### src/rtl/sisc_pkg.sv
// Shared SISC definitions: opcodes, instruction field positions and the fetch FSM states.
package sisc_pkg;

  localparam logic [3:0] NOOP   = 4'd0;
  localparam logic [3:0] LOD    = 4'd1;
  localparam logic [3:0] STR    = 4'd2;
  localparam logic [3:0] SWP    = 4'd3;
  localparam logic [3:0] BRA    = 4'd4;
  localparam logic [3:0] BRR    = 4'd5;
  localparam logic [3:0] BNE    = 4'd6;
  localparam logic [3:0] BNR    = 4'd7;
  localparam logic [3:0] ALU_OP = 4'd8;
  localparam logic [3:0] HLT    = 4'd15;

  localparam int OPCODE_MSB = 31;
  localparam int OPCODE_LSB = 28;
  localparam int MM_MSB     = 27;
  localparam int MM_LSB     = 24;
  localparam int IMM_MSB    = 15;
  localparam int IMM_LSB    = 0;

  // Wide enough for TIMEOUT values up to 255.
  localparam int WAIT_CNT_W = 8;

  typedef enum logic [1:0] {
    IDLE = 2'd0,
    WAIT = 2'd1,
    DONE = 2'd2
  } fetch_state_e;

endpackage

### src/rtl/sisc_fetch_unit_if.sv
// Instruction-memory port of the SISC fetch unit.
interface sisc_fetch_unit_if #(
  parameter int PC_W    = 16,
  parameter int INSTR_W = 32
);
  // req/ack handshake: the master raises imem_req with imem_addr and holds both
  // stable until it samples imem_ack high (or gives up on timeout); imem_rdata is
  // only meaningful in a cycle where imem_ack is high, and acks while imem_req is
  // low are ignored.
  logic               imem_req;
  logic [PC_W-1:0]    imem_addr;
  logic [INSTR_W-1:0] imem_rdata;
  logic               imem_ack;

  modport master (
    output imem_req,
    output imem_addr,
    input  imem_rdata,
    input  imem_ack
  );

  modport slave (
    input  imem_req,
    input  imem_addr,
    output imem_rdata,
    output imem_ack
  );

endinterface

### src/rtl/sisc_fetch_unit_pc_next_calc.sv
// Next-PC arithmetic: increment, absolute branch or relative branch, all modulo 2^PC_W.
module pc_next_calc #(
  parameter int PC_W = 16
) (
  input  logic [PC_W-1:0] pc,
  input  logic [15:0]     imm,
  input  logic            pc_sel,
  input  logic            br_sel,
  output logic [PC_W-1:0] pc_next
);

  always_comb begin
    pc_next = pc + PC_W'(1);
    if (pc_sel) begin
      if (br_sel) pc_next = PC_W'(imm);
      else        pc_next = pc + PC_W'($signed(imm));
    end
  end

endmodule

### src/rtl/sisc_fetch_unit.sv
// SISC instruction fetch stage: owns pc and ir, fetches over a bounded req/ack
// handshake and applies the controller's PC commands while idle.
module sisc_fetch_unit
  import sisc_pkg::*;
#(
  parameter int PC_W    = 16,
  parameter int INSTR_W = 32,
  parameter int TIMEOUT = 15
) (
  input  logic               clk,
  input  logic               rst_f,
  input  logic               ir_load,
  input  logic               pc_write,
  input  logic               pc_sel,
  input  logic               br_sel,
  input  logic               pc_rst,
  sisc_fetch_unit_if.master  imem,
  output logic [INSTR_W-1:0] ir,
  output logic [3:0]         opcode,
  output logic [3:0]         mm,
  output logic [15:0]        imm,
  output logic [PC_W-1:0]    pc,
  output logic               ir_valid,
  output logic               fetch_busy,
  output logic               fetch_err,
  output fetch_state_e       state_dbg
);

  localparam logic [WAIT_CNT_W-1:0] CNT_LAST = WAIT_CNT_W'(TIMEOUT - 1);

  fetch_state_e          state_q, state_d;
  logic [WAIT_CNT_W-1:0] cnt_q, cnt_d;
  logic                  req_q, req_d;
  logic [PC_W-1:0]       addr_q, addr_d;
  logic [INSTR_W-1:0]    ir_q, ir_d;
  logic [PC_W-1:0]       pc_q, pc_d;
  logic                  err_q, err_d;

  logic                  calc_pc_sel;
  logic [PC_W-1:0]       pc_next;

  // Outside IDLE the only PC change is the fetch increment, so force pc+1 there.
  assign calc_pc_sel = (state_q == IDLE) && pc_sel;

  pc_next_calc #(.PC_W(PC_W)) u_pc_next_calc (
    .pc      (pc_q),
    .imm     (ir_q[IMM_MSB:IMM_LSB]),
    .pc_sel  (calc_pc_sel),
    .br_sel  (br_sel),
    .pc_next (pc_next)
  );

  always_ff @(posedge clk or negedge rst_f) begin
    if (!rst_f) begin
      state_q <= IDLE;
      cnt_q   <= '0;
      req_q   <= 1'b0;
      addr_q  <= '0;
      ir_q    <= '0;
      pc_q    <= '0;
      err_q   <= 1'b0;
    end else begin
      state_q <= state_d;
      cnt_q   <= cnt_d;
      req_q   <= req_d;
      addr_q  <= addr_d;
      ir_q    <= ir_d;
      pc_q    <= pc_d;
      err_q   <= err_d;
    end
  end

  always_comb begin
    state_d = state_q;
    cnt_d   = cnt_q;
    req_d   = req_q;
    addr_d  = addr_q;
    ir_d    = ir_q;
    pc_d    = pc_q;
    err_d   = err_q;

    if (pc_rst) begin
      state_d = IDLE;
      cnt_d   = '0;
      req_d   = 1'b0;
      addr_d  = '0;
      ir_d    = '0;
      pc_d    = '0;
      err_d   = 1'b0;
    end else begin
      unique case (state_q)
        IDLE: begin
          if (ir_load) begin
            req_d   = 1'b1;
            addr_d  = pc_q;
            cnt_d   = '0;
            state_d = WAIT;
          end else if (pc_write) begin
            pc_d = pc_next;
          end
        end
        WAIT: begin
          // An ack landing on the last allowed cycle still completes normally.
          if (imem.imem_ack) begin
            ir_d    = imem.imem_rdata;
            pc_d    = pc_next;
            req_d   = 1'b0;
            state_d = DONE;
          end else if (cnt_q == CNT_LAST) begin
            ir_d    = '0;
            err_d   = 1'b1;
            pc_d    = pc_next;
            req_d   = 1'b0;
            state_d = DONE;
          end else begin
            cnt_d = cnt_q + WAIT_CNT_W'(1);
          end
        end
        DONE: state_d = IDLE;
        default: state_d = IDLE;
      endcase
    end
  end

  assign imem.imem_req  = req_q;
  assign imem.imem_addr = addr_q;

  assign ir         = ir_q;
  assign opcode     = ir_q[OPCODE_MSB:OPCODE_LSB];
  assign mm         = ir_q[MM_MSB:MM_LSB];
  assign imm        = ir_q[IMM_MSB:IMM_LSB];
  assign pc         = pc_q;
  assign ir_valid   = (state_q == DONE);
  assign fetch_busy = (state_q == WAIT) || (state_q == DONE);
  assign fetch_err  = err_q;
  assign state_dbg  = state_q;

endmodule

### src/flat_wrapper.sv
// flat-port wrapper written by rule: the top's interface ports become plain ports
module sisc_fetch_unit_flat import sisc_pkg::*;
#(
  parameter int PC_W    = 16,
  parameter int INSTR_W = 32,
  parameter int TIMEOUT = 15
)
  (clk, rst_f, ir_load, pc_write, pc_sel, br_sel, pc_rst, ir, opcode, mm, imm, pc, ir_valid, fetch_busy, fetch_err, state_dbg, imem_imem_req, imem_imem_addr, imem_imem_rdata, imem_imem_ack);
  sisc_fetch_unit_if #(.PC_W(PC_W), .INSTR_W(INSTR_W)) imem_i ();
  input  logic clk;
  input  logic rst_f;
  input  logic ir_load;
  input  logic pc_write;
  input  logic pc_sel;
  input  logic br_sel;
  input  logic pc_rst;
  output logic [INSTR_W-1:0] ir;
  output logic [3:0] opcode;
  output logic [3:0] mm;
  output logic [15:0] imm;
  output logic [PC_W-1:0] pc;
  output logic ir_valid;
  output logic fetch_busy;
  output logic fetch_err;
  output fetch_state_e state_dbg;
  output wire logic [$bits(imem_i.imem_req)-1:0] imem_imem_req;
  output wire logic [$bits(imem_i.imem_addr)-1:0] imem_imem_addr;
  input wire logic [$bits(imem_i.imem_rdata)-1:0] imem_imem_rdata;
  input wire logic [$bits(imem_i.imem_ack)-1:0] imem_imem_ack;
  assign imem_imem_req = imem_i.imem_req;
  assign imem_imem_addr = imem_i.imem_addr;
  assign imem_i.imem_rdata = imem_imem_rdata;
  assign imem_i.imem_ack = imem_imem_ack;
  sisc_fetch_unit #(.PC_W(PC_W), .INSTR_W(INSTR_W), .TIMEOUT(TIMEOUT)) u_core (.clk(clk), .rst_f(rst_f), .ir_load(ir_load), .pc_write(pc_write), .pc_sel(pc_sel), .br_sel(br_sel), .pc_rst(pc_rst), .imem(imem_i), .ir(ir), .opcode(opcode), .mm(mm), .imm(imm), .pc(pc), .ir_valid(ir_valid), .fetch_busy(fetch_busy), .fetch_err(fetch_err), .state_dbg(state_dbg));
endmodule
### config.mk
export PLATFORM = sky130hd
export DESIGN_NAME = sisc_fetch_unit_flat
export DESIGN_NICKNAME = d
export VERILOG_FILES = /design/src/rtl/sisc_pkg.sv /design/src/rtl/sisc_fetch_unit_if.sv /design/src/rtl/sisc_fetch_unit_pc_next_calc.sv /design/src/rtl/sisc_fetch_unit.sv /design/src/flat_wrapper.sv
export SDC_FILE = /design/constraint.sdc
export NUM_CORES = 1
export LEC_CHECK = 0
export CAP_MARGIN = 20
export CORE_UTILIZATION = 30
export CTS_CLUSTER_DIAMETER = 150
export CTS_CLUSTER_SIZE = 28
export DETAILED_ROUTE_END_ITERATION = 10
export PLACE_DENSITY = 0.59
export SLEW_MARGIN = 30
export SYNTH_ARGS = -nofsm -noshare
export SYNTH_HDL_FRONTEND = slang
export SYNTH_SLANG_ARGS = --single-unit
### constraint.sdc
create_clock -name clk -period 5.5 [get_ports clk]
set_input_delay 1.65 -clock clk [delete_from_list [all_inputs] [get_ports clk]]
set_output_delay 1.65 -clock clk [all_outputs]
set_load 0.1 [all_outputs]
==> results of run 1 <==
## worst min-delay path by stage
stage                            to  cells after the start
floorplan           u_core.cnt_q[1]                      2
global placement      u_core.ir[23]                      2
detailed placement    u_core.ir[20]                      2
CTS                   u_core.ir[20]                      2
global route          u_core.ir[22]                      2
finish                u_core.ir[16]                      2
## state kept, by name, summed over array words and instances (netlist names)
| register | flops |
|---|---|
| u_core.ir | 32 |
| u_core.imem.imem_addr | 16 |
| u_core.pc | 16 |
| u_core.cnt_q | 8 |
| u_core.state_dbg | 2 |
| u_core.fetch_err | 1 |
| u_core.imem.imem_req | 1 |
## power groups by stage
stage               Sequential [mW]  Clock [mW]  Combinational (mW)
detailed placement            0.655           0               0.755
global placement              0.654           0               0.749
CTS                           0.646       0.648               0.756
global route                  0.653       0.676               0.796
floorplan                     0.885           0               0.345
finish                        0.645       0.628               0.755
## Yosys cell counts (2+ instances only)
library cell,number,area (sq um)
o211ai_1,4,30.0
nor2b_1,7,43.8
a211o_1,2,17.5
nor3b_1,5,37.5
buf_4,24,180
nand3_1,11,55.1
buf_6,2,22.5
a21oi_2,4,35.0
nor3_1,10,50.1
a22oi_1,2,15.0
xnor2_1,9,78.8
dfrtp_1,76,1900
mux2i_1,6,60.1
a21oi_1,33,165
and4_1,3,26.3
a211oi_1,7,52.6
and3_1,8,50.1
a21o_1,5,37.5
nor2_1,24,90.1
inv_1,13,48.8
o21ai_1,3,15.0
o21a_1,2,15.0
a41oi_1,3,26.3
o32ai_1,2,17.5
or3_1,2,12.5
ha_1,22,275
nand4_1,5,31.3
clkbuf_2,2,10.0
xor2_1,7,61.3
nand2b_1,2,12.5
buf_2,7,35.0
clkbuf_1,16,60.1
nand2_1,103,387
a22o_1,16,140
o21ai_0,58,290
a21boi_0,2,15.0
or2_2,2,12.5
and2_1,4,25.0
## per-stage QoR
stage | total power [mW] | area [sq um] | setup WS [ns] | std cells
after floorplan | 1.23 | 4730 | 1.81 | 539
after global placement | 1.40 | 6060 | 1.60 | 836
after detailed placement | 1.41 | 6060 | 1.51 | 836
after CTS | 2.05 | 6380 | 1.60 | 852
after global routing | 2.13 | 6390 | 1.54 | 853
final | 2.03 | 6390 | 1.63 | 853
## logic make-up (layout without fill, tap and decap cells)
kind of cell,after synthesis,after routing,share of synthesized area (%)
and+or+nand+nor,192,192,19.1
xor gates and xnor gates,16,16,2.96
adders and majority gates,23,23,6.24
AOI/OAI and AO/OA,161,161,22.5
DFF,76,76,40.2
muxes,7,7,1.51
buffers and inverters,64,167,7.53
## cell type report
cell class                 instances  area share, %
multi-input combinational        399           38.9
sequential                        76           29.7
inverter                          13          0.763
clock buffer                       9           3.52
clock inverter                     7           1.43
tap                              211           4.13
timing repair buffer             138           21.5
## layer usage
layer  GRT usage (%)  part of all wire [%]
met5               0                     0
met2            25.3                    45
met3            2.81                   4.3
met4            6.78                   1.6
met1            23.1                    50
## worst reg2reg max path: stages (launching register included)
cell       delay [ns]
dfrtp_1          0.50
ha_1             0.23
inv_1            0.06
fa_1             0.37
nor2b_1          0.21
o2111ai_1        0.19
a21oi_1          0.21
nor3_1           0.09
xor2_1           0.21
a211oi_1         0.11
a211o_1          0.28
==> metrics.cfg, run 1 <==
[synth]
synthCells = 539
synth_nets = 602
synth_flop_cell = dfrtp_1
synth_cell_type_count = 64
syn_area_sq_um = 4730
yosysWarningCount = 0
synth_async_sr_flop_share_pct = 100
synth_edf_count = 0
ys_seq_area_share_pct = 40.2
ys_seq_elements = 76
postSynthAreaPerCell_sq_um = 8.78

[clock_network]
clockBufferDepth = 2
post_cts.repair.setup_buffers = 0
cts_tree = yes
cts_root_buffer = clkbuf_16
clkSinkCount = 76
cts.htree.levels = 3
cts.repair.resized = 0
clock_latency_ns = 0.33
cts_inserted_buffers = 9
path_clk_slew_ns = 0.06
postCtsHoldBufs = 0

[power]
p_leak_nw = 2.63
p_sw_mw = 0.848
combPwrFrac_pct = 37.2
seqPwrFrac_pct = 31.8
p_clk_share_pct = 31.0
powerDensity_nw_per_um2 = 317
internal_power_mw = 1.18
sw_frac_of_total_pct = 41.8
ir_worst_vdd_mv = 0.174

[setup_path]
cp-start-kind = flip-flop
required_ns = 3.85
crit_end = fetch_busy
critPathSlowestCell = clkdlybuf4s50_1
cp.depth = 3
path_cells = inv_1, ha_1, clkdlybuf4s50_1
r2r_end = u_core.pc[14]
cp_max_fo = 4
worst_setup_path_end_kind = primary output
r2r-start = u_core.pc[0]
crit_family = buffers and inverters
criticalPathCategory = flip-flop to primary output
cp_slowest_stage_delay_ns = 1.12
worstPathArrival_ns = 2.22
startpoint = u_core.state_dbg[0]
path_buf_inv = 2
r2r_cells = 10
r2r_slack_ns = 2.91

[global_route]
grt-ovfl-total = 0
grt_max_degree = 77
grt_pass1_vias = 4038
grt_pass1_wl_mm = 21.0
grt_use_total_pct = 16.5
grt_antenna_before_repair = 0

[finish]
drive_gt1_share_pct = 6.23
fin_util_pct = 41.8
syn_to_final_growth_pct = 35.1
insertedDiodeCount = 0
seq_area_sq_um = 1900
layout_commonest_cell = clkdlybuf4s50_1
fillers = 1514
multiInputGateArea_sq_um = 2490
final_cell_mix = 132 x clkdlybuf4s50_1, 103 x nand2_1, 76 x dfrtp_1, 58 x o21ai_0, 33 x a21oi_1
nets = 700

[placement]
gp_congestion = 0.879
hpwl_mm = 9.46
io_buffers = 133

[route]
firstDrtPassIters = 5
route.detailed.drc = 0
num_vias = 4179
viasPerCell = 4.90
drt-total-wl_mm = 12.7
dr.first_iter.drc_count = 173
wire_per_inst_um = 14.9
final_antenna_net_count = 0

[floorplan]
rows = 45
ios = 134
die_h_um = 128
fp.dieW_um = 128
start_util_pct = 30.9
die_area_sq_um = 16300
core_region_area_sq_um = 15300

[timing]
fin_crit_sh_pct = 70.3
setup_violations = 0
maxSlewHeadroom_pct = 33.4
fin_skew_ns = 0.00500
fin_crit_ns = 3.87
slew_viol_final = 0
setup_tns_ns = 0
max_slew.worst_pin.slew_ns = 0.996
rsz0062_at_grt = no
max_freq_ghz = 0.259
hold_viol = 0
holdWs_ns = 0.495

[status]
outcome = completed

[run]
maxCapViolations = 0

[min_path]
hold_path.class = flip-flop to flip-flop
worstHoldStart = u_core.ir[16]

Note: power is estimated with default switching activity, not from simulation.
==> inputs of run 2 (changes only) <==
==> constraint.sdc (replaced) <==
create_clock -name clk -period 3.9 [get_ports clk]
set_input_delay 1.17 -clock clk [delete_from_list [all_inputs] [get_ports clk]]
set_output_delay 1.17 -clock clk [all_outputs]
set_load 0.1 [all_outputs]
==> run 2 against run 1 <==
Compared with the run above:
- cell count up 0.23%
- worst hold slack worse by 0.015 ns
- non-clock buffer count up 2
- via count up 0.79%
- clock power up 62%
- design area down 2.3%
- register-to-register slack worse by 1.7 ns
- highest routed layer unchanged
==> metrics.cfg, run 2 (same netlist as run 1, synthesis figures left out) <==
[status]
outcome = completed

[finish]
syn_to_final_growth_pct = 32.0
final_cell_mix = 103 x nand2_1, 88 x buf_4, 76 x dfrtp_1, 58 x o21ai_0, 51 x clkdlybuf4s50_1
nets = 702  ; +0.29%
fin_util_pct = 40.8  ; -0.96 points
insertedDiodeCount = 0  ; unchanged
drive_gt1_share_pct = 18.9  ; +13 points
layout_commonest_cell = nand2_1
largest_register_ffs = 32  ; unchanged

[setup_path]
crit_family = buffers and inverters
r2r-start = u_core.pc[0]
cp_slowest_stage_delay_ns = 1.14  ; +0.02 ns
cp-start-kind = flip-flop
worst_setup_path_end_kind = primary output
r2r_slack_ns = 1.26  ; -1.65 ns
r2r_cells = 10  ; unchanged
worstPathArrival_ns = 1.87  ; -0.35 ns
path_buf_inv = 1  ; -1
r2r_end = u_core.pc[12]
path_cells = clkdlybuf4s50_1
critPathSlowestCell = clkdlybuf4s50_1
required_ns = 2.73  ; -1.12 ns
criticalPathCategory = flip-flop to primary output
cp_max_fo = 3  ; -1

[clock_network]
cts_tree = yes
postCtsHoldBufs = 0  ; unchanged
cts.htree.levels = 3  ; unchanged
path_clk_slew_ns = 0.06  ; about the same
clockBufferDepth = 2  ; unchanged
cts_root_buffer = clkbuf_16
cts.repair.resized = 0  ; unchanged
post_cts.repair.setup_buffers = 0  ; unchanged
clock_latency_ns = 0.35  ; +0.02 ns
cts_inserted_buffers = 9  ; unchanged
clkSinkCount = 76  ; unchanged

[placement]
gp_congestion = 0.873  ; -0.74%
hpwl_mm = 9.59  ; +1.4%
io_buffers = 133  ; unchanged

[power]
powerDensity_nw_per_um2 = 476  ; +50%
p_total_mw = 2.98  ; +47%
p_leak_nw = 2.81  ; +6.6%
ir_worst_vdd_mv = 0.355  ; +100%

[floorplan]
die_h_um = 128  ; unchanged
start_util_pct = 30.9  ; unchanged
fp.dieW_um = 128  ; unchanged
die_area_sq_um = 16300  ; unchanged
ios = 134  ; unchanged
rows = 45  ; unchanged
core_region_area_sq_um = 15300  ; unchanged

[run]
maxCapViolations = 0  ; unchanged

[global_route]
grt_antenna_before_repair = 0  ; unchanged
grt-ovfl-total = 0  ; unchanged
grt_use_total_pct = 16.4  ; -0.11 points
grt_max_degree = 77  ; unchanged
grt_pass1_vias = 4019  ; -0.47%
grt_pass1_wl_mm = 20.8  ; -0.98%

[route]
final_antenna_net_count = 0  ; unchanged
wire_per_inst_um = 14.9  ; -0.11%
viasPerCell = 4.93  ; +0.55%
dr.first_iter.drc_count = 215  ; +24%
drt-total-wl_mm = 12.7  ; +0.13%
firstDrtPassIters = 4  ; -1
route.detailed.drc = 0  ; unchanged
num_vias = 4212  ; +0.79%

[timing]
fin_crit_ns = 3.04
hold_viol = 0  ; unchanged
maxSlewHeadroom_pct = 33.7  ; +0.32 points
fin_skew_ns = 0.00538  ; +0.000381 ns
fin_crit_sh_pct = 77.8
max_slew.worst_pin.slew_ns = 0.991  ; -0.00471 ns
setup_violations = 0  ; unchanged
setup_tns_ns = 0  ; unchanged
rsz0062_at_grt = no
max_freq_ghz = 0.329
holdWs_ns = 0.481  ; -0.0146 ns
slew_viol_final = 0  ; unchanged

[min_path]
hold_path_end = u_core.ir[23]
hold_path.class = flip-flop to flip-flop
whs_path_depth = 2  ; unchanged
worstHoldStart = u_core.ir[23]

==> run 2: cell count changes in the layout (fill, tap and decap cells not counted), sizes merged <==
cell	previous run	this run
buf	6	89
bufinv	2	4
clkbuf	9	10
clkdlybuf4s50	132	51
clkinv	4	1
==> run 2: metal layers <==
| metal | track usage [%] | share of wire, % | vias up |
|---|---|---|---|
| met5 | 0 | 0 | - |
| met4 | 4.91 | 1.7 | 0 |
| met3 | 4.56 | 7.1 | 16 |
| met2 | 25.2 | 45 | 144 |
| met1 | 22.4 | 46 | 1962 |
| li1 | - | - | 2090 |
==> run 2: power by group <==
part           internal [mW]  switching, mW
Combinational          0.249          0.796
Clock                  0.691          0.330
Sequential             0.837         0.0742
==> run 2: layout make-up <==
class	instances	area, sq um
Multi-Input combinational cell	399	2490
Tap cell	211	264
Sequential cell	76	1900
Timing Repair Buffer	140	1180
Clock inverter	6	136
Clock buffer	10	229
Fill cell	1557	9070
Inverter	13	48.8
==> run 2: worst max path at each step <==
stage	endpoint	cells past startpoint	slack, ns	from
4_1_cts	ir[24]	1	0.84	u_core.ir[24]
6_report	ir[24]	1	0.86	u_core.ir[24]
3_5_place_dp	u_core.pc[4]	6	0.76	br_sel
5_1_grt	ir[24]	1	0.79	u_core.ir[24]
3_3_place_gp	u_core.pc[4]	6	0.76	br_sel
2_1_floorplan	fetch_busy	2	0.69	u_core.state_dbg[0]
==> run 2: stage by stage <==
step	cells	area, sq um	worst slack, ns
after floorplan	539	4730	0.692
after global placement	839	5880	0.759
after detailed placement	839	5880	0.757
after CTS	855	6240	0.843
after global routing	855	6250	0.792
final	855	6250	0.864
==> run 2: worst register-to-register path, delay by kind of cell, from the launching register on <==
family | cells | cell delay [ns]
buf+inv | 1 | 0.05
flops | 1 | 0.54
simple gates | 2 | 0.39
fa+ha+maj | 2 | 0.61
compound gates | 4 | 0.72
xor+xnor | 1 | 0.20
==> inputs of run 3 (changes only) <==
==> constraint.sdc (replaced) <==
create_clock -name clk -period 2.8 [get_ports clk]
set_input_delay 0.84 -clock clk [delete_from_list [all_inputs] [get_ports clk]]
set_output_delay 0.84 -clock clk [all_outputs]
set_load 0.1 [all_outputs]
==> run 3 against run 2 <==
Compared with the run above:
- design area up 3.2%
- die area unchanged
- cell count up 2.7%
- register-to-register slack worse by 0.90 ns
- setup slack worse by 0.51 ns
- sequential cell count unchanged
- clock-buffer cell count unchanged
- via count up 2.5%
- critical path depth up 8
==> metrics.cfg, run 3 (same netlist as run 1, synthesis figures left out) <==
[status]
outcome = completed

[clock_network]
cts_tree = yes
cts.htree.levels = 3  ; unchanged
clkSinkCount = 76  ; unchanged
clock_latency_ns = 0.34  ; about the same
path_clk_slew_ns = 0.06  ; about the same
post_cts.repair.setup_buffers = 0  ; unchanged
clockBufferDepth = 2  ; unchanged
postCtsHoldBufs = 0  ; unchanged
cts_root_buffer = clkbuf_16
cts.repair.resized = 0  ; unchanged
cts_inserted_buffers = 9  ; unchanged

[global_route]
grt_pass1_wl_mm = 21.4  ; +2.8%
grt_max_degree = 65  ; -16%
grt_use_total_pct = 17.0  ; +0.62 points
busiest_layer = met2
grt-ovfl-total = 0  ; unchanged
use_met1_pct = 23.7  ; +1.3 points
grt_antenna_before_repair = 0  ; unchanged
grtUsageMet2_pct = 26.0  ; +0.77 points
grt_pass1_vias = 4042  ; +0.57%
gr-usage-met3_pct = 3.31  ; -1.3 points

[finish]
final_cell_mix = 121 x buf_4, 103 x nand2_1, 75 x dfrtp_1, 58 x o21ai_0, 38 x clkdlybuf4s50_1
largest_register_ffs = 32  ; unchanged
instances_no_fill = 878  ; +2.7%
syn_to_final_growth_pct = 36.2
finish.instance_area_sq_um = 6450  ; +3.2%
nets = 725  ; +3.3%
layout_commonest_cell = buf_4
drive_gt1_share_pct = 24.1  ; +5.2 points
insertedDiodeCount = 0  ; unchanged

[placement]
place_inst = 862  ; +2.7%
io_buffers = 133  ; unchanged
placed_area_sq_um = 6070  ; +3.3%
hpwl_mm = 10.2  ; +6.3%
gp_congestion = 0.908  ; +4.1%

[timing]
max_freq_ghz = 0.409
maxSlewHeadroom_pct = 62.3  ; +29 points
holdWs_ns = 0.485  ; +0.00426 ns
max_slew.worst_pin.slew_ns = 0.551  ; -0.441 ns
fin_crit_ns = 2.44
hold_viol = 0  ; unchanged
setup_tns_ns = 0  ; unchanged
setup_violations = 0  ; unchanged
fin_crit_sh_pct = 87.2
slew_viol_final = 0  ; unchanged
rsz0062_at_grt = no
fin_skew_ns = 0.00559  ; +0.000216 ns

[power]
p_sw_mw = 1.71  ; +42%
combPwrFrac_pct = 36.4  ; +1.3 points
internal_power_mw = 2.55  ; +44%
powerDensity_nw_per_um2 = 661  ; +39%
seqPwrFrac_pct = 29.2  ; -1.4 points
sw_frac_of_total_pct = 40.1  ; -0.22 points
p_leak_nw = 2.97  ; +5.7%
p_clk_share_pct = 34.4  ; about the same
ir_worst_vdd_mv = 0.309  ; -13%

[run]
maxCapViolations = 0  ; unchanged

[floorplan]
rows = 45  ; unchanged
core_region_area_sq_um = 15300  ; unchanged
fp.dieW_um = 128  ; unchanged
start_util_pct = 30.9  ; unchanged
die_area_sq_um = 16300  ; unchanged
die_h_um = 128  ; unchanged
ios = 134  ; unchanged

[route]
wire_per_inst_um = 15.4  ; +3.2%
drt-total-wl_mm = 13.5  ; +6.0%
final_antenna_net_count = 0  ; unchanged
num_vias = 4316  ; +2.5%
viasPerCell = 4.92  ; -0.22%
firstDrtPassIters = 5  ; +1
dr.first_iter.drc_count = 277  ; +29%
route.detailed.drc = 0  ; unchanged

[min_path]
hold_path.class = input pin to async pin

[setup_path]
worstPathArrival_ns = 2.68  ; +0.81 ns
criticalPathCategory = flip-flop to flip-flop
cp-start-kind = flip-flop
worst_setup_path_end_kind = flip-flop
required_ns = 3.03  ; +0.30 ns
cp_max_fo = 7  ; +4

[run 3: area by class of cell]
cell class	instances	area, sq um
clock buffers	10	239
clock inverters	6	135
fillers	1559	8870
inverters	13	48.8
multi-input cells	399	2490
flip-flops and latches	76	1900
well taps	211	264
repair buffers	163	1370
[run 3: layer usage]
| layer | share of wire (%) | wire, um |
|---|---|---|
| met1 | 49 | 6560 |
| met3 | 5.9 | 797 |
| met4 | 1.6 | 216 |
| met5 | 0 | 0 |
| met2 | 44 | 5920 |
[run 3: worst paths after layout]
path / slack (ns) / cells past startpoint / start / to
max: 0.36 / 9 / u_core.pc[1] / u_core.pc[14]
min: 0.49 / 1 / rst_f / u_core.fetch_err
max reg2reg: 0.36 / 9 / u_core.pc[1] / u_core.pc[14]
min reg2reg: 0.49 / 2 / u_core.ir[19] / u_core.ir[19]
max in group asynchronous: 1.69 / 2 / rst_f / u_core.ir[25]
min in group clk: 0.49 / 2 / u_core.ir[19] / u_core.ir[19]
[run 3: power groups by stage]
| stage | Clock [mW] | Sequential (mW) | Combinational, mW |
|---|---|---|---|
| after global placement | 0 | 1.26 | 1.55 |
| after detailed placement | 0 | 1.26 | 1.56 |
| after CTS | 1.50 | 1.24 | 1.56 |
| final | 1.47 | 1.24 | 1.55 |
| after floorplan | 0 | 1.74 | 0.679 |
| after global routing | 1.55 | 1.25 | 1.63 |
[run 3: critical path: stages, from the launching register on]
cell and delay [ns]:
dfrtp_1 0.51, inv_1 0.13, fa_1 0.42, nor2b_1 0.20, o2111ai_1 0.19, a21oi_1 0.18
nor3_1 0.08, xor2_1 0.23, a211oi_1 0.12, a211o_1 0.28
[run 3: metrics by stage]
stage / worst slack (ns) / power [mW] / utilization (%)
6_report: 0.357 / 4.26 / 42.1
5_1_grt: 0.0365 / 4.44 / 42.1
4_1_cts: 0.368 / 4.30 / 42.1
3_5_place_dp: 0.187 / 2.82 / 39.7
3_3_place_gp: 0.207 / 2.81 / 39.7
2_1_floorplan: 0.0175 / 2.42 / -
